$ cat src/rtl/fb_pkg.sv
// rtl/fb_pkg.sv - shared types and sizes for the framebuffer write path
package fb_pkg;

  localparam int FB_ADDR_W = 10;
  localparam int FB_DATA_W = 8;
  localparam int FB_WORDS  = 1024;

  typedef enum logic {
    IDLE  = 1'b0,
    CLEAR = 1'b1
  } sched_state_t;

  typedef struct packed {
    logic [FB_ADDR_W-1:0] addr;
    logic [FB_DATA_W-1:0] data;
  } fb_wr_t;

endpackage

$ cat src/rtl/cmd_fifo.sv
// rtl/cmd_fifo.sv - small synchronous FIFO of framebuffer writes with flush
module cmd_fifo
  import fb_pkg::*;
#(
  parameter int DEPTH = 4,
  localparam int AW = $clog2(DEPTH)
) (
  input  logic          clk,
  input  logic          rst_n,
  input  logic          push,
  input  fb_wr_t        push_data,
  input  logic          pop,
  input  logic          flush,
  output fb_wr_t        pop_data,
  output logic          full,
  output logic          empty,
  output logic [AW:0]   count
);

  localparam logic [AW:0] DEPTH_C = (AW+1)'(DEPTH);

  fb_wr_t        mem [DEPTH];
  logic [AW-1:0] rd_ptr;
  logic [AW-1:0] wr_ptr;
  logic [AW-1:0] rd_next;
  logic [AW-1:0] wr_base;
  logic [AW-1:0] wr_next;
  logic [AW:0]   count_next;
  logic          do_pop;
  logic          do_push;

  assign pop_data = mem[rd_ptr];

  // Flush empties first; a push in the same cycle then lands in slot 0.
  always_comb begin
    do_pop  = pop && !flush && (count != '0);
    do_push = push && (flush || do_pop || (count != DEPTH_C));
    wr_base = flush ? '0 : wr_ptr;
    rd_next = flush ? '0 : (do_pop ? rd_ptr + AW'(1) : rd_ptr);
    wr_next = do_push ? wr_base + AW'(1) : wr_base;
    if (flush) begin
      count_next = do_push ? (AW+1)'(1) : '0;
    end else if (do_push && !do_pop) begin
      count_next = count + (AW+1)'(1);
    end else if (!do_push && do_pop) begin
      count_next = count - (AW+1)'(1);
    end else begin
      count_next = count;
    end
  end

  // Pointers, occupancy and registered full/empty flags.
  always_ff @(posedge clk or negedge rst_n) begin
    if (!rst_n) begin
      rd_ptr <= '0;
      wr_ptr <= '0;
      count  <= '0;
      full   <= 1'b0;
      empty  <= 1'b1;
    end else begin
      rd_ptr <= rd_next;
      wr_ptr <= wr_next;
      count  <= count_next;
      full   <= (count_next == DEPTH_C);
      empty  <= (count_next == '0);
    end
  end

  // Storage array; contents need no reset since occupancy gates reads.
  always_ff @(posedge clk) begin
    if (do_push) begin
      mem[wr_base] <= push_data;
    end
  end

endmodule

$ cat src/rtl/fb_write_scheduler.sv
// rtl/fb_write_scheduler.sv - arbitrates the framebuffer write port between decoder writes and the clear sweep
module fb_write_scheduler
  import fb_pkg::*;
#(
  parameter int               ADDR_W      = 10,
  parameter int               DATA_W      = 8,
  parameter int               FIFO_DEPTH  = 4,
  parameter logic [DATA_W-1:0] CLEAR_COLOR = 8'h00
) (
  input  logic              clk,
  input  logic              reset,
  input  logic              cmd_we,
  input  logic [ADDR_W-1:0] cmd_waddr,
  input  logic [DATA_W-1:0] cmd_wdata,
  input  logic              clear_req,
  input  logic              ovf_clr,
  output logic              fb_we,
  output logic [ADDR_W-1:0] fb_waddr,
  output logic [DATA_W-1:0] fb_wdata,
  output logic              clear_busy,
  output logic              fifo_full,
  output logic              overflow
);

  localparam int CW = $clog2(FIFO_DEPTH);

  sched_state_t      state;
  sched_state_t      state_next;
  logic [ADDR_W-1:0] sweep_cnt;
  logic [ADDR_W-1:0] cnt_next;
  logic              resume;
  logic              resume_next;

  logic              pop;
  logic              flush;
  logic              drop;
  fb_wr_t            push_entry;
  fb_wr_t            pop_entry;
  logic              fifo_empty;
  logic [CW:0]       fifo_count;

  logic              we_next;
  logic [ADDR_W-1:0] waddr_next;
  logic [DATA_W-1:0] wdata_next;
  logic              busy_next;
  logic              ovf_next;

  assign push_entry.addr = cmd_waddr;
  assign push_entry.data = cmd_wdata;

  cmd_fifo #(
    .DEPTH (FIFO_DEPTH)
  ) u_cmd_fifo (
    .clk       (clk),
    .rst_n     (reset),
    .push      (cmd_we),
    .push_data (push_entry),
    .pop       (pop),
    .flush     (flush),
    .pop_data  (pop_entry),
    .full      (fifo_full),
    .empty     (fifo_empty),
    .count     (fifo_count)
  );

  // Next-state, FIFO control and next output values; clear_req overrides everything.
  always_comb begin
    state_next  = state;
    cnt_next    = sweep_cnt;
    resume_next = 1'b0;
    pop         = 1'b0;
    flush       = 1'b0;
    we_next     = 1'b0;
    waddr_next  = fb_waddr;
    wdata_next  = fb_wdata;
    busy_next   = 1'b0;
    case (state)
      IDLE: begin
        // One quiet cycle follows a finished sweep before queued writes drain.
        if (!clear_req && !resume && !fifo_empty) begin
          pop        = 1'b1;
          we_next    = 1'b1;
          waddr_next = pop_entry.addr;
          wdata_next = pop_entry.data;
        end
      end
      CLEAR: begin
        we_next    = 1'b1;
        busy_next  = 1'b1;
        waddr_next = sweep_cnt;
        wdata_next = CLEAR_COLOR;
        cnt_next   = sweep_cnt + ADDR_W'(1);
        if (sweep_cnt == '1) begin
          state_next  = IDLE;
          resume_next = 1'b1;
        end
      end
      default: state_next = IDLE;
    endcase
    if (clear_req) begin
      flush       = 1'b1;
      state_next  = CLEAR;
      cnt_next    = '0;
      resume_next = 1'b0;
    end
    drop     = cmd_we && !clear_req && !pop && (fifo_count == (CW+1)'(FIFO_DEPTH));
    ovf_next = drop ? 1'b1 : (ovf_clr ? 1'b0 : overflow);
  end

  // State, sweep counter and all registered outputs.
  always_ff @(posedge clk or negedge reset) begin
    if (!reset) begin
      state      <= IDLE;
      sweep_cnt  <= '0;
      resume     <= 1'b0;
      fb_we      <= 1'b0;
      fb_waddr   <= '0;
      fb_wdata   <= '0;
      clear_busy <= 1'b0;
      overflow   <= 1'b0;
    end else begin
      state      <= state_next;
      sweep_cnt  <= cnt_next;
      resume     <= resume_next;
      fb_we      <= we_next;
      fb_waddr   <= waddr_next;
      fb_wdata   <= wdata_next;
      clear_busy <= busy_next;
      overflow   <= ovf_next;
    end
  end

endmodule

$ cat config.mk
export PLATFORM = sky130hd
export DESIGN_NAME = fb_write_scheduler
export DESIGN_NICKNAME = d
export VERILOG_FILES = /design/src/rtl/fb_pkg.sv /design/src/rtl/cmd_fifo.sv /design/src/rtl/fb_write_scheduler.sv
export SDC_FILE = /design/constraint.sdc
export NUM_CORES = 1
export LEC_CHECK = 0
export ABC_AREA = 1
export CAP_MARGIN = 20
export CORE_AREA = 2 2 130 132
export CTS_CLUSTER_SIZE = 28
export DETAILED_ROUTE_END_ITERATION = 16
export DIE_AREA = 0 0 132 134
export GPL_TIMING_DRIVEN = 0
export PLACE_DENSITY_LB_ADDON = 0.08
export SLEW_MARGIN = 0
export SYNTH_ARGS = -nofsm -noshare
export SYNTH_HDL_FRONTEND = slang
export SYNTH_HIERARCHICAL = 1
export SYNTH_SLANG_ARGS = --single-unit
$ cat constraint.sdc
create_clock -name clk -period 3 [get_ports clk]
set_clock_uncertainty 0.15 [all_clocks]
set_input_delay 0.3 -clock clk [delete_from_list [all_inputs] [get_ports clk]]
set_output_delay 0.3 -clock clk [all_outputs]
set_load 0.005 [all_outputs]
Word-level counts from Yosys, hierarchy flattened
Memories as Yosys holds them, arrays and structs flattened.
Index checks and enable logic that the tools add are counted.
{ "op_classes": {"add_sub_neg": 5, "mul": 0, "n_div": 0, "magnitude_cmp": 0, "n_eq_ne": 5, "shift": 0, "muxes": 29, "bitwise": 1, "n_reduce_logical": 24} }
{ "ops": {"columns": ["cell", "n"], "rows": [
  ["$mux 10", 3],
  ["$pmux 10 s2", 1],
  ["$pmux 8 s2", 1],
  ["$mux 1", 15],
  ["$add 10x1->10 const B", 1],
  ["$eq 10x10->1 const B", 1],
  ["$logic_and 1x1->1", 10],
  ["$mux 3", 3],
  ["$mux 2", 4],
  ["$mux 8", 1],
  ["$logic_not 1->1", 7],
  ["$eq 3x3->1 const B", 2],
  ["$reduce_bool 2->1", 3],
  ["$add 2x1->2 const B", 2],
  ["$add 3x1->3 const B", 1],
  ["$logic_not 3->1", 1],
  ["$ne 3x3->1 const B", 1],
  ["$reduce_bool 3->1", 1],
  ["$sub 3x1->3 const B", 1],
  ["$logic_or 1x1->1", 2],
  ["$ne 2x2->1 const B", 1],
  ["$pmux 1 s2", 1],
  ["$not 1->1", 1]
]} }
{ "word_totals": {"regBits": 42, "latch_bits": 0, "ramBits": 72, "mem_bits_ro": 0, "input_bits": 23, "out_inout_bits": 22, "elab_cells": 78, "n_memories": 1} }
{ "mem_list": {"columns": ["memory", "depth", "width", "read_ports", "rd_ports_with_merged_regs", "write_ports", "line_no", "source"], "rows": [
  ["u_cmd_fifo.mem", 4, 18, 1, 0, 1, "cmd_fifo.sv:22", "fb_wr_t mem [DEPTH];"]
]} }

Depth between registers and ports, before layout
Gate-level depths: netlist of run 1.
{ "depth": {"word_depth": 16, "mapped_depth": 14} }

Cells and area by module
Netlist of run 1, hierarchy kept.
{ "modules_own_cells": {"columns": ["module", "instances", "cells_per_inst", "area_per_inst_um2", "seq_area_each_um2"], "rows": [
  ["cmd_fifo", 1, 257, 3276.9, 2388.5],
  ["fb_write_scheduler", 1, 180, 1487.7, 825.8]
]} }

Least setup slack after synthesis of run 1
No wires, ideal clock.
{ "synth_path": {"path_type": "register to register", "start": "register resume", "end": "memory u_cmd_fifo/mem[0][0] in the netlist's numbering, enable pin", "setup_ps": 393, "arrival_ps": 1907, "setup_slack_ps": 551, "path_stages_with_launch": 9, "path_buffers": 1, "period_less_slack_ps": 2449, "path_cell_list": "dfrtp_1 nor2_2 nand3_1 inv_1 buf_4 nor2_1 nand2_1 nand2_1 nor2_1"} }
{ "synth_via": {"elab_chain_cells": 12} }
{ "synth_lines": {"columns": ["element", "line_no", "source"], "rows": [
  ["start: declaration", "fb_write_scheduler.sv:31", "logic resume;"],
  ["start signal: assignment", "fb_write_scheduler.sv:124", "resume <= resume_next;"],
  ["$logic_not 1->1", "fb_write_scheduler.sv:80", "if (!clear_req && !resume && !fifo_empty) begin"],
  ["$logic_and 1x1->1 (2 in a row)", "fb_write_scheduler.sv:80", null],
  ["$mux 1", "fb_write_scheduler.sv:80", null],
  ["$mux 1", "fb_write_scheduler.sv:77", "case (state)"],
  ["via pop", "fb_write_scheduler.sv:34", "logic pop;"],
  ["$logic_and 1x1->1 (2 in a row)", "cmd_fifo.sv:36", "do_pop = pop && !flush && (count != '0);"],
  ["$logic_or 1x1->1 (2 in a row)", "cmd_fifo.sv:37", "do_push = push && (flush || do_pop || (count != DEPTH_C));"],
  ["$logic_and 1x1->1", "cmd_fifo.sv:37", null],
  ["$mux 1", "cmd_fifo.sv:71", "if (do_push) begin"],
  ["$mux 1 (implied by the code)", "cmd_fifo.sv:72", "mem[wr_base] <= push_data;"],
  ["end: declaration", "cmd_fifo.sv:22", null]
]} }
The timed path passes the listed nets, and every way through them passes these cells.

Worst setup path in the final report of run 1
{ "layout_path": {"start": "input clear_req", "end": "memory u_cmd_fifo/mem[0][14] in the netlist's numbering, enable pin"} }
{ "layout_via": {"elab_chain_cells": 12} }
{ "layout_lines": {"columns": ["element", "line_no", "source"], "rows": [
  ["start: declaration", "fb_write_scheduler.sv:15", "input logic clear_req,"],
  ["$logic_not 1->1", "fb_write_scheduler.sv:80", null],
  ["$logic_and 1x1->1 (2 in a row)", "fb_write_scheduler.sv:80", null],
  ["$mux 1", "fb_write_scheduler.sv:80", null],
  ["$mux 1", "fb_write_scheduler.sv:77", null],
  ["via pop", "fb_write_scheduler.sv:34", null],
  ["$logic_and 1x1->1 (2 in a row)", "cmd_fifo.sv:36", null],
  ["$logic_or 1x1->1 (2 in a row)", "cmd_fifo.sv:37", null],
  ["$logic_and 1x1->1", "cmd_fifo.sv:37", null],
  ["$mux 1", "cmd_fifo.sv:71", null],
  ["$mux 1 (implied by the code)", "cmd_fifo.sv:72", null]
]} }
The timed path passes the listed nets, and every way through them passes these cells.

==> impl_metrics.ini, run 1 <==
[status]
outcome = complete, no violations

[finish]
areaGrowthSynthToFinish_pct = 30.4
finalNonFillerCells = 739
nets = 537
final_cell_mix = nand2_1, edfxtp_1, nor2_1
utilization = 0.381
layout_commonest_cell = nand2_1
drive_gt1_frac = 0.127
design_area_mm2 = 0.00621
antenna_cells = 0

[global_route]
grt_pass1_vias = 3389
grt_pass1_wl_mm = 18.6
overflow = 0
antenna_found_initial = 0
grt_max_degree = 32
track_usage = 0.142

[clock_tree]
path_clk_slew_ns = 0.05
cts.sinks = 114
post_cts_buffers = 0
clk_latency_ns = 0.41
cts_tree = done
root_buffer = clkbuf_16
h-tree-depth = 4
clockBufferDepth = 2
cts_made_buffers = 17

[yosys]
yosysTopAreaCellShare = 0.454
yosysTopAreaCell = edfxtp_1
syn_nets = 468
synth-edff-count = 72
ys_async_sr_fraction = 0.368
synthFlopType = edfxtp_1
synth_area_leaders = edfxtp_1, dfrtp_1, nand2_1
avgSynthCellArea_um2 = 10.9
ys_seq_area_frac = 0.675
yosysUniqueCellTypes = 29
yosysWarnings = 6
syn_inst = 437
yosys_register_bits = 114
syn-cell-area_mm2 = 0.00476

[power_and_ir_drop]
power_density_mw_per_mm2 = 660
design_power_total_mw = 4.10
ir_worst_vdd_mv = 0.424
p_leak_nw = 2.46

[floorplanning]
initial_core_util = 0.292
rows = 47
die_area_mm2 = 0.0177
die_w_um = 132
floorplan.core_area_mm2 = 0.0163
num_io_pins = 45
die_h_um = 134

[routing]
ant_nets = 0
first_pass_iters = 4
drcViolationCount = 0
drt_iter0_drc = 197
wl_per_cell_um = 15.7
num_vias = 3312
wl_mm = 11.6
via_per_inst = 4.48

[placement]
port_buffers = 44
hpwl_mm = 7.79
post-place-ws_ns = -0.474
place.gp.congestion = 0.753
post-place-cells = 706
dpl_cell_area_mm2 = 0.00559

[sta]
tightestPinTransition_ns = 0.693
maxSlewViolCount = 0
max_freq_ghz = 0.347
min_period_ns = 2.89
setup_violations = 0
min_period_over_period = 0.962
hold_violations = 0
setup_slack_ns = 0.114
rsz0062_at_grt = true
relSlewSlack = 0.538

[hold_path]
holdCritPathClass = input port to async pin

[critical_path]
cp_max_fo = 13
slowest_delay_ns = 0.66
cp-end-kind = register
cp_cell_sequence = clkdlybuf4s50_1 > nor2_2 > nand3_1 > inv_1 > buf_4 > nor2_1 > nand2_1 > nand2_1 > nor2_2 > buf_16
required_ns = 2.97
cp.arrival_ns = 2.86
slowest_stage = clkdlybuf4s50_1
crit_type = input port to register
start_kind = input port

[flow_run]
drv_cap = 0
-- registers in the layout (all words and copies together) (netlist names), 2 cells and up --
signal,cells
u_cmd_fifo/mem,72
fb_waddr,10
sweep_cnt,10
fb_wdata,8
u_cmd_fifo/count,3
u_cmd_fifo/rd_ptr,2
u_cmd_fifo/wr_ptr,2
-- Yosys cell counts, drive strengths merged (5+ instances only) --
library cell / n
o211ai: 5
o22ai: 19
inv: 38
dfrtp: 41
nor2: 69
o21ai: 40
ha: 8
nand3: 21
nand4: 5
nand2: 89
buf: 8
a21oi: 8
clkbuf: 9
edfxtp: 72
-- area by class of cell --
| cell class | instances | area [µm²] |
|---|---|---|
| fill | 1630 | 10100 |
| inverter | 38 | 143 |
| multi-input combinational | 268 | 1340 |
| buffer | 17 | 87.6 |
| timing repair buffer | 50 | 547 |
| clock inverter | 9 | 129 |
| clock buffer | 23 | 478 |
| tap | 220 | 275 |
| sequential | 114 | 3210 |
-- stage by stage --
stage | hold slack (ns) | setup TNS (ns)
floorplan | -0.146 | 0
global placement | 0.254 | -84.65
detailed placement | 0.0628 | -20.18
CTS | 0.169 | 0
global route | 0.200 | -2.36
finish | 0.170 | 0
-- where the power goes --
part	total [mW]	switching, mW	leakage, nW	internal [mW]
sequential	1.78	0.0247	1.21	1.76
combinational	0.256	0.152	0.950	0.104
clock	2.06	0.695	0.293	1.37
total	4.10	0.872	2.46	3.23
-- cells by family (layout without fill, tap and decap cells) --
family	count (synthesis)	count (layout)	share of synthesized area
adder cells (fa/ha/maj)	8	8	0.0210
AO/OA/AOI/OAI	74	74	0.0888
XOR/XNOR	2	2	0.00368
buffers and inverters	55	137	0.0483
AND/OR/NAND/NOR	184	184	0.164
flip-flops	114	114	0.675
-- worst paths after layout --
kind	start	to	slack [ns]	cells past startpoint
worst max-delay path	clear_req	u_cmd_fifo/mem[0][14]	0.11	10
worst min-delay path	reset	fb_waddr[0]	0.17	2
worst max register to register	state	u_cmd_fifo/mem[0][14]	0.37	9
worst min register to register	state	clear_busy	0.27	0
max in group asynchronous	reset	u_cmd_fifo/empty	1.99	3
min in group clk	state	clear_busy	0.27	0
-- what timing repair did --
item / in CTS / in global routing
endpoints found under the setup margin: 8 / 35
hold endpoints to repair: 41 / 0
resized for setup: 1 / 1
hold buffers: 1 / 0
cloned: 0 / 0
-- routing by layer --
metal  wire length, µm  part of all wire  up-vias  track usage
met4               198             0.017        0       0.0634
met2              5570              0.48       67        0.225
met3               399             0.034       17       0.0363
met5                 0                 0        -            0
met1              5450              0.47     1601        0.183
li1                  -                 -     1627            -
-- worst max-delay path, delay by kind of cell --
family / cells / cell delay, ns
buf+inv: 4 / 1.19
simple gates: 6 / 1.35
(Power assumes the default switching activity.)
==> run 2: changes to the inputs <==
--- a/config.mk
+++ b/config.mk
@@ -7,10 +7,11 @@
 export LEC_CHECK = 0
 export ABC_AREA = 1
 export CAP_MARGIN = 20
-export CORE_AREA = 2 2 130 132
+export CORE_AREA = 2 2 95 97
+export CTS_CLUSTER_DIAMETER = 50
 export CTS_CLUSTER_SIZE = 28
 export DETAILED_ROUTE_END_ITERATION = 16
-export DIE_AREA = 0 0 132 134
+export DIE_AREA = 0 0 97 99
 export GPL_TIMING_DRIVEN = 0
 export PLACE_DENSITY_LB_ADDON = 0.08
 export SLEW_MARGIN = 0
==> run 2 against run 1 <==
  * Worst setup slack improved by 0.14 ns
  * Flip-flop and latch count did not move
  * Fmax rose by 5.2%
  * Total power fell by 2.0%
  * Largest power group unchanged
  * Highest routed layer unchanged
  * Via count rose by 1.8%
  * Worst hold slack got worse by 0.026 ns
  * Utilization rose by 32 points
  * Die area fell by 46%
==> impl_metrics.ini, run 2 (synthesized netlist as in run 1, its figures left out) <==
[sta]
setup_slack_ns = 0.257
min_period_over_period = 0.914
min_period_ns = 2.74
setup_tns_ns = 0
maxSlewViolCount = 0
hold_violations = 0
holdWs_ns = 0.144
relSlewSlack = 0.594
tightestPinTransition_ns = 0.609
setup_violations = 0
rsz0062_at_grt = false
max_freq_ghz = 0.365

[finish]
design_area_mm2 = 0.00603
largest_reg_flops = 72
nets = 537
multiInputGateArea_mm2 = 0.00133
drive_gt1_frac = 0.131
reg_top3 = u_cmd_fifo/mem x72, fb_waddr x10, sweep_cnt x10
layout_commonest_cell = nand2_1
antenna_cells = 0
seqCellArea_mm2 = 0.00321
areaGrowthSynthToFinish_pct = 26.6
num-fill-cells = 626
regMostFlops = u_cmd_fifo/mem
final_cell_mix = nand2_1, edfxtp_1, nor2_1

[clock_tree]
cts-resized-gates = 0
root_buffer = clkbuf_8
h-tree-depth = 4
clockBufferDepth = 2
post_cts_buffers = 0
cts.sinks = 114
cts_tree = done
path_clk_slew_ns = 0.06
cts_made_buffers = 17
clk_latency_ns = 0.51

[floorplanning]
num_io_pins = 45
rows = 34
die_w_um = 97
die_h_um = 99
floorplan.core_area_mm2 = 0.00855
die_area_mm2 = 0.00960
initial_core_util = 0.557

[placement]
post-place-ws_ns = -0.268
hpwl_mm = 6.82
place.gp.congestion = 0.883
dpl_cell_area_mm2 = 0.00543
port_buffers = 44

[power_and_ir_drop]
clkPwrFrac = 0.495
power_density_mw_per_mm2 = 666
ir_worst_vdd_mv = 0.403
p_leak_nw = 2.44
p_comb_frac = 0.061
p_seq_frac = 0.444
p_switching_mw = 0.893
sw_frac_of_total = 0.222
internal-power_mw = 3.12
design_power_total_mw = 4.02

[critical_path]
start_kind = input port
cp-end-kind = register
slowest_delay_ns = 0.65
required_ns = 3.07
cp_cell_sequence = clkdlybuf4s50_1 > nor2_2 > nand3_1 > inv_1 > buf_4 > nor2_1 > nand2_1 > nand2_1 > nor2_2 > buf_8
crit_type = input port to register
cp.arrival_ns = 2.81
slowest_stage = clkdlybuf4s50_1
cp_max_fo = 12

[routing]
num_vias = 3372
ant_nets = 0
wl_mm = 10.2
wl_per_cell_um = 16.2
first_pass_iters = 4
drcViolationCount = 0
drt_iter0_drc = 208
via_per_inst = 5.38

[global_route]
grt_pass1_vias = 3250
overflow = 0
grt_pass1_wl_mm = 16.3
track_usage = 0.223
antenna_found_initial = 0
grt_max_degree = 24

[flow_run]
drv_cap = 0

[hold_path]
holdCritPathClass = input port to async pin

[status]
outcome = complete, no violations
[run 2: cell types whose count changed in the layout (fill, tap and decap cells not counted), sizes merged]
cell,before,now
clkbuf,32,26
clkinvlp,2,4
inv,38,42
[run 2: what timing repair did]
| action | in CTS | in global routing |
|---|---|---|
| endpoints found under the setup margin | 0 | 0 |
| hold endpoints to repair | 41 | 0 |
| hold buffers | 1 | 0 |
[run 2: per-layer routing]
layer  vias up  GRT usage  part of all wire
li1       1634          -                 -
met1      1621      0.304              0.44
met2       107      0.361              0.49
met3        10     0.0468             0.056
met4         0     0.0823             0.011
met5         -          0                 0
[run 2: layout make-up]
| class | instances | share of cell area |
|---|---|---|
| buffer | 17 | 0.0145 |
| clock buffer | 17 | 0.0687 |
| clock inverter | 15 | 0.0301 |
| inverter | 38 | 0.0237 |
| multi-input combinational | 268 | 0.221 |
| sequential | 114 | 0.533 |
| tap | 108 | 0.0224 |
| timing repair buffer | 50 | 0.0871 |
[run 2: stage by stage]
step / cells / utilization
floorplan: 437 / -
global placement: 589 / 0.625
detailed placement: 594 / 0.634
CTS: 627 / 0.705
global route: 627 / 0.705
finish: 627 / 0.705
[run 2: critical path, delay by kind of cell]
family                 cells  cell delay, ns
buffers and inverters      4            1.18
and+or+nand+nor            6            1.32
[run 2: final timing paths]
| kind | startpoint | endpoint | slack, ns | cells after the start |
|---|---|---|---|---|
| setup / recovery | clear_req | u_cmd_fifo/mem[3][5] | 0.26 | 10 |
| hold / removal | reset | fb_we | 0.14 | 2 |
| max in group asynchronous | reset | u_cmd_fifo/empty | 2.00 | 3 |
| setup reg to reg | state | u_cmd_fifo/mem[3][5] | 0.41 | 9 |
| hold reg to reg | state | clear_busy | 0.28 | 0 |
| min in group clk | ovf_clr | overflow | 0.22 | 2 |
[run 2: power groups by stage]
stage,clock [mW],sequential [mW],combinational (mW)
2_1_floorplan,0,1.81,0.126
3_3_place_gp,0,1.81,0.218
3_5_place_dp,0,1.81,0.244
4_1_cts,2.02,1.78,0.248
5_1_grt,2.09,1.79,0.271
6_report,1.99,1.78,0.245
==> run 3: changes to the inputs <==
--- a/config.mk
+++ b/config.mk
@@ -14,7 +14,7 @@
 export DIE_AREA = 0 0 97 99
 export GPL_TIMING_DRIVEN = 0
 export PLACE_DENSITY_LB_ADDON = 0.08
-export SLEW_MARGIN = 0
+export SLEW_MARGIN = 20
 export SYNTH_ARGS = -nofsm -noshare
 export SYNTH_HDL_FRONTEND = slang
 export SYNTH_HIERARCHICAL = 1
==> run 3 against run 2 <==
  * Fmax shrank 0.53%
  * First-iteration DRC count down 1.4%
  * Die area is the same
  * Combinational power decreased by 2%
  * Flip-flop and latch count unchanged
  * Utilization barely moved
  * Worst hold slack better by 0.0069 ns
  * Clock power is essentially flat
  * Largest power group unchanged
==> impl_metrics.ini, run 3 (synthesized netlist as in run 1, its figures left out) <==
[global_route]
grt_use_met1 = 0.300
track_usage = 0.224
grt.busiest_layer = met2
use_met3 = 0.0525
antenna_found_initial = 0
grt_pass1_wl_mm = 16.4
grt_max_degree = 24
met2_usage = 0.364
overflow = 0
grt_pass1_vias = 3266

[clock_tree]
cts_made_buffers = 17
path_clk_slew_ns = 0.06
root_buffer = clkbuf_8
clockBufferDepth = 2
cts.sinks = 114
cts_tree = done
clk_latency_ns = 0.51
cts-resized-gates = 0
h-tree-depth = 4

[finish]
drive_gt1_frac = 0.131
areaGrowthSynthToFinish_pct = 26.5
utilization = 0.705
nets = 537
finalNonFillerCells = 627
final_cell_mix = nand2_1, edfxtp_1, nor2_1
regMostFlops = u_cmd_fifo/mem
layout_commonest_cell = nand2_1
reg_top3 = u_cmd_fifo/mem x72, fb_waddr x10, sweep_cnt x10
antenna_cells = 0
largest_reg_flops = 72

[power_and_ir_drop]
power_density_mw_per_mm2 = 666
ir_worst_vdd_mv = 0.460
p_comb_frac = 0.060
clkPwrFrac = 0.496
p_leak_nw = 2.44
internal-power_mw = 3.12
p_seq_frac = 0.444
p_switching_mw = 0.894
sw_frac_of_total = 0.223

[sta]
setup_violations = 0
rsz0062_at_grt = false
min_period_ns = 2.76
maxSlewViolCount = 0
relSlewSlack = 0.578
hold_violations = 0
max_freq_ghz = 0.363
min_period_over_period = 0.919
tightestPinTransition_ns = 0.632

[critical_path]
cp_cell_sequence = clkdlybuf4s50_1 > nor2_2 > nand3_1 > inv_1 > buf_4 > nor2_1 > nand2_1 > nand2_1 > nor2_2 > buf_6
r2r_end = u_cmd_fifo/mem[0][5]
cp_max_fo = 12
critical-path-top-delay-family = simple AND/OR/NAND/NOR gates
start_kind = input port
cp.depth = 10
crit_path_end = u_cmd_fifo/mem[0][5]
r2r_setup_slack_ns = 0.41
slowest_stage = clkdlybuf4s50_1
crit_type = input port to register
worstSetupStartpoint = clear_req
r2r.worst_path.cells = 9
worstReg2RegStart = state
slowest_delay_ns = 0.65
required_ns = 3.06
cp.arrival_ns = 2.82
cp-end-kind = register
crit_buf_inv = 4

[floorplanning]
floorplan.core_area_mm2 = 0.00855
num_io_pins = 45
rows = 34
die_w_um = 97
initial_core_util = 0.557
die_area_mm2 = 0.00960
die_h_um = 99

[placement]
hpwl_mm = 6.85
place.gp.congestion = 0.883
post-place-cells = 594
port_buffers = 44

[routing]
drcViolationCount = 0
via_per_inst = 5.35
num_vias = 3355
drt_iter0_drc = 205
ant_nets = 0
wl_mm = 10.0
first_pass_iters = 5
wl_per_cell_um = 16.0

[hold_path]
holdCritPathClass = input port to async pin

[flow_run]
drv_cap = 0

[status]
outcome = complete, no violations
[run 3: cell types whose count changed in the layout (fill, tap and decap cells not counted)]
cell / previous run / this run
buf_8: 2 / 1
buf_6: 3 / 4
[run 3: stage by stage]
stage	instance area [µm²]	setup TNS (ns)	power (mW)	worst slack, ns	hold slack, ns
finish	6030	0	4.01	0.243	0.150
global route	6030	0	4.16	0.00854	0.186
CTS	6030	0	4.05	0.229	0.135
detailed placement	5420	-13.70	2.05	-0.301	0.141
global placement	5340	-64.48	2.03	-0.930	0.255
floorplan	4760	0	1.93	0.551	-0.146
[run 3: per-layer routing]
metal / vias to the layer above / part of all wire / wire length [µm]
li1: 1628 / - / -
met1: 1619 / 0.46 / 4570
met2: 99 / 0.48 / 4870
met3: 9 / 0.048 / 484
met4: 0 / 0.011 / 114
met5: - / 0 / 0
[run 3: area by class of cell]
type / instances / area (µm²)
flip-flops and latches: 114 / 3210
fillers: 634 / 2520
multi-input cells: 268 / 1330
repair buffers: 50 / 522
clock buffers: 17 / 414
clock inverters: 15 / 181
inverters: 38 / 143
well taps: 108 / 135
plain buffers: 17 / 87.6
[run 3: worst register-to-register path: cells and delay by family, from the launching register on]
kind | cells | cell delay [ns]
buffers and inverters | 4 | 0.70
AND/OR/NAND/NOR | 5 | 1.05
flip-flops | 1 | 0.40
[run 3: worst min path at each step]
| stage | end | cells past startpoint | slack [ns] | startpoint |
|---|---|---|---|---|
| floorplan | clear_busy | 0 | -0.15 | reset |
| global placement | clear_busy | 0 | 0.26 | state |
| detailed placement | fb_we | 1 | 0.14 | reset |
| CTS | fb_we | 2 | 0.13 | reset |
| global route | fb_wdata[2] | 2 | 0.19 | reset |
| finish | fb_we | 2 | 0.15 | reset |
[run 3: timing repair]
action / CTS / global route
endpoints found under the setup margin: 0 / 0
buffers inserted: 0 / 0
hold buffers: 1 / 0
endpoints found under the hold margin: 41 / 0
[run 3: power by group through the flow]
stage,registers (mW),logic (mW),clock network [mW]
floorplan,1.81,0.126,0
global placement,1.81,0.218,0
detailed placement,1.81,0.242,0
CTS,1.78,0.244,2.02
global route,1.79,0.270,2.10
finish,1.78,0.241,1.99
==> edit 1, RTL diff (settings of run 1) <==
The parameter `FIFO_DEPTH` goes from 4 to 8.
--- a/src/rtl/fb_write_scheduler.sv
+++ b/src/rtl/fb_write_scheduler.sv
@@ -4,7 +4,7 @@
 #(
   parameter int               ADDR_W      = 10,
   parameter int               DATA_W      = 8,
-  parameter int               FIFO_DEPTH  = 4,
+  parameter int               FIFO_DEPTH  = 8,
   parameter logic [DATA_W-1:0] CLEAR_COLOR = 8'h00
 ) (
   input  logic              clk,
Formal check against the unedited RTL: not equivalent (a bounded check fails within 10 cycles, from zero or initial values and one cycle with reset low).
==> edit 1 against run 1 <==
Worst hold slack improved by 0.036 ns; fmax increased by 5.9%; wire length increased by 63%; combinational power up 24%; global-route usage increased by 8.4 points; highest routed layer unchanged; cell area increased by 52%; sequential share of layout area rose by 5.8 points; synthesized area is 65% higher; critical endpoint is now u_cmd_fifo/mem[2][8]$_DFFE_PP_; clock power up 4%; sequential cell count grew 75; total power increased by 31%; setup slack gained 0.16 ns; core utilization grew 20 points.
==> edit 1: results <==
export IMPL_status="completed"
export IMPL_yosys_warnings=6
export IMPL_insertion_delay_ns=0.43
export IMPL_dp_cells=978
export IMPL_cts_hold_buf=1
export IMPL_tns_ns=0
export IMPL_r2r_cells=11
export IMPL_drt_met1_wl_um=8090
export IMPL_finalWirelength_um=18900
export IMPL_syn_inst=702
export IMPL_synth_top_cells_by_area="edfxtp_1 (55%), dfrtp_1 (14%), nor2_1 (7.3%)"
export IMPL_r2r_end="u_cmd_fifo/mem[2][8]$_DFFE_PP_"
export IMPL_p_per_area_mw_per_mm2=568
export IMPL_hpwl_um=12800
export IMPL_diodes=0
export IMPL_nets=813
export IMPL_startpoint_type="flip-flop"
export IMPL_drt_pass1_iterations=6
export IMPL_synth_nets=731
export IMPL_clk_pin_slew_worst_paths_ns=0.07
export IMPL_critPathMaxFanout=12
export IMPL_instances_no_fill=1017
export IMPL_cts_root_buffer="clkbuf_16"
export IMPL_grt_pass1_vias=5420
export IMPL_synth_edf_count=144
export IMPL_gp_congestion=0.809
export IMPL_seq_area_frac_synth_pct=69.2
export IMPL_drive_gt1_share_pct=11.8
export IMPL_cp_slowest_cell="dfrtp_1"
export IMPL_num_vias=5484
export IMPL_synthTopCellsByCount="nor2_1 (154), edfxtp_1 (144), nand2_1 (100)"
export IMPL_met3_wirelength_um=1180
export IMPL_async_flop_share_pct=23.8
export IMPL_antenna_found_initial=0
export IMPL_cp_arrival_ns=2.70
export IMPL_place_ws_ns=-0.782
export IMPL_critPathMaxStageDelay_ns=0.40
export IMPL_first_iter_violations=381
export IMPL_postCtsSetupRepairBufs=2
export IMPL_peakVddDrop_mv=0.476
export IMPL_r2r_slack_ns=0.28
export IMPL_htreeDepth=4
export IMPL_whs_ns=0.206
export IMPL_worst_slew_pin_slew_ns=0.729
export IMPL_grt_max_degree=32
export IMPL_wl_met2_um=9410
export IMPL_reg_largest_list="u_cmd_fifo/mem x144, fb_waddr x10, sweep_cnt x10"
export IMPL_track_usage_pct=22.6
export IMPL_grt_first_pass_wirelength_um=30000
export IMPL_top_layer_used="met4"
export IMPL_synth_cell_type_count=38
export IMPL_ys_flop_type="edfxtp_1"
export IMPL_portBuffers=44
export IMPL_p_leak_nw=3.58
export IMPL_fillers=1337
export IMPL_postPlaceCellArea_mm2=0.00880
export IMPL_cts_resized_gates=8
export IMPL_cp_end_kind="flip-flop"
edit 1: logic make-up after synthesis:
| group | count (synthesis) | synth area share, % |
|---|---|---|
| AO/OA/AOI/OAI | 132 | 9.38 |
| XOR/XNOR | 4 | 0.445 |
| adder cells (fa/ha/maj) | 6 | 0.953 |
| buffers and inverters | 72 | 4.00 |
| flip-flops | 189 | 69.2 |
| AND/OR/NAND/NOR | 299 | 16.0 |
edit 1: cell type report:
class	instances	area share, %
Multi-Input combinational cell	441	23.1
Inverter	40	1.62
Buffer	32	1.70
Sequential cell	189	57.6
Tap cell	220	2.91
Clock inverter	14	1.33
Timing Repair Buffer	63	7.28
Clock buffer	18	4.53
edit 1: layer usage:
layer / track usage (%) / up-vias
met1: 29.8 / 2677
met4: 6.76 / 0
met3: 4.35 / 20
met5: 0 / -
met2: 38.2 / 187
li1: - / 2600
edit 1: where the power goes:
part           switching, mW  internal [mW]
Combinational          0.199          0.119
Sequential            0.0243           2.89
Clock                  0.936           1.21
==> edit 2, RTL diff (flow settings as in run 1) <==
Made on the original files. Reset style: synchronous (`reset` and `rst_n`), changed in 2 clocked blocks.
--- a/src/rtl/cmd_fifo.sv
+++ b/src/rtl/cmd_fifo.sv
@@ -50,7 +50,7 @@
   end
 
   // Pointers, occupancy and registered full/empty flags.
-  always_ff @(posedge clk or negedge rst_n) begin
+  always_ff @(posedge clk) begin
     if (!rst_n) begin
       rd_ptr <= '0;
       wr_ptr <= '0;
--- a/src/rtl/fb_write_scheduler.sv
+++ b/src/rtl/fb_write_scheduler.sv
@@ -108,7 +108,7 @@
   end
 
   // State, sweep counter and all registered outputs.
-  always_ff @(posedge clk or negedge reset) begin
+  always_ff @(posedge clk) begin
     if (!reset) begin
       state      <= IDLE;
       sweep_cnt  <= '0;
Check against the original RTL: differs if reset is asserted again (counterexample within 4 cycles, from zero or initial values and one cycle with reset low); with reset held inactive, the same outputs for 10 cycles.
==> edit 2 against run 1 <==
Setup slack better by 0.34 ns; synthesized area barely moved; cell area decreased by 1.3%; via count up 5.7%; sequential share of layout area shrank 2.1 points; sequential cell count is 2 higher; first-iteration DRC count up 17%; total power down 2.6%; cell count rose by 4.5%; clock power fell by 6%; wire length up 1.7%; register-to-register slack gained 0.15 ns; worst hold slack better by 0.14 ns; die area stayed put.
==> edit 2: results <==
export IMPL_synth_cell_type_count=29
export IMPL_antenna_found_initial=0
export IMPL_cts_root_buffer="clkbuf_16"
export IMPL_grt_pass1_vias=3476
export IMPL_reg_largest_list="u_cmd_fifo/mem x72, fb_waddr x10, sweep_cnt x10"
export IMPL_cts_buffer_depth=2
export IMPL_drt_pass1_iterations=4
export IMPL_yosys_warnings=6
export IMPL_clk_pin_slew_worst_paths_ns=0.05
export IMPL_via_per_inst=4.53
export IMPL_hpwl_um=8160
export IMPL_portBuffers=44
export IMPL_cp_startpoint="clear_req"
export IMPL_synth_compound_gate_area_share_pct=10.9
export IMPL_status="completed"
export IMPL_critPathMaxFanout=10
export IMPL_peakVddDrop_mv=0.446
export IMPL_synthAdderAreaFrac_pct=2.10
export IMPL_grt_max_degree=17
export IMPL_synth_edf_count=72
export IMPL_hp_start="fb_wdata[1]$_SDFFE_PN0P_"
export IMPL_slew_headroom_pct=56.4
export IMPL_track_usage_pct=14.2
export IMPL_grt_first_pass_wirelength_um=19000
export IMPL_grtUsageMet2_pct=22.2
export IMPL_cp_arrival_ns=2.52
export IMPL_wl_per_cell_um=15.3
export IMPL_synth_top_cells_by_area="edfxtp_1 (45%), dfxtp_1 (18%), nand2_1 (6.5%)"
export IMPL_synth_xor_area_share_pct=0.551
export IMPL_cts_resized_gates=0
export IMPL_muxShareOfSynthArea_pct=0
export IMPL_postPlaceCellArea_mm2=0.00557
export IMPL_postCtsSetupRepairBufs=0
export IMPL_seq_area_frac_synth_pct=63.8
export IMPL_drive_gt1_share_pct=10.9
export IMPL_p_leak_nw=2.24
export IMPL_gp_congestion=0.819
export IMPL_nets=570
export IMPL_async_flop_share_pct=0
export IMPL_met3_usage_pct=3.78
export IMPL_first_iter_violations=231
export IMPL_synth_nets=503
export IMPL_synthTopCellsByCount="nand2_1 (83), edfxtp_1 (72), nor2_1 (65)"
export IMPL_cts_made_buffers=17
export IMPL_insertion_delay_ns=0.41
export IMPL_htreeDepth=4
export IMPL_rr_startpoint="state$_SDFF_PN0_"
export IMPL_met1_usage_pct=18.7
export IMPL_min_path_type="reg -> reg"
export IMPL_diodes=0
## edit 2: changes by cell type in the layout (fill, tap and decap cells not counted), moves of 3 or more
cell	before	now
dfxtp_1	0	44
dfrtp_1	41	0
a21oi_1	7	31
nand3_1	19	24
o211ai_1	5	0
nand2_1	87	83
nand4_1	4	8
o21ai_1	3	7
buf_4	3	0
inv_2	6	3
nor2_4	3	0
nor3_1	0	3
## edit 2: per-stage QoR
stage	worst slack [ns]	cells
floorplan	0.602	472
global placement	-0.891	736
detailed placement	-0.0334	740
CTS	0.388	772
global route	0.231	772
finish	0.457	772
## edit 2: critical path, cell delays in order
cell	delay, ns
clkdlybuf4s50_1	0.57
nor2_2	0.24
buf_6	0.17
nand3_1	0.11
inv_1	0.09
nor2_1	0.07
nand2_4	0.12
nand2_8	0.09
nor2_2	0.53
buf_8	0.24
## edit 2: where the power goes
part           internal (mW)  switching (mW)
logic                  0.122           0.172
clock network           1.21           0.717
registers               1.75          0.0196
total                   3.08           0.909
## edit 2: metal layers
layer	wire length (um)	up-vias
met5	0	-
met1	5690	1657
li1	-	1750
met4	205	0
met3	464	12
met2	5470	82
## edit 2: layout make-up
cell class                 count  area [um2]
clock inverter                14         139
multi-input combinational    300        1480
buffer                        19         109
tap                          220         275
sequential                   116        3040
fill                        1641       10200
inverter                      37         143
timing repair buffer          48         513
clock buffer                  18         429
## edit 2: worst paths after layout
check                           cells after the start                             end  slack [ns]
worst max register to register                     10  u_cmd_fifo/mem[0][7]$_DFFE_PP_        0.52
worst max-delay path                               10  u_cmd_fifo/mem[0][7]$_DFFE_PP_        0.46
worst min-delay path                                2        fb_wdata[1]$_SDFFE_PN0P_        0.31
worst min register to register                      2        fb_wdata[1]$_SDFFE_PN0P_        0.31
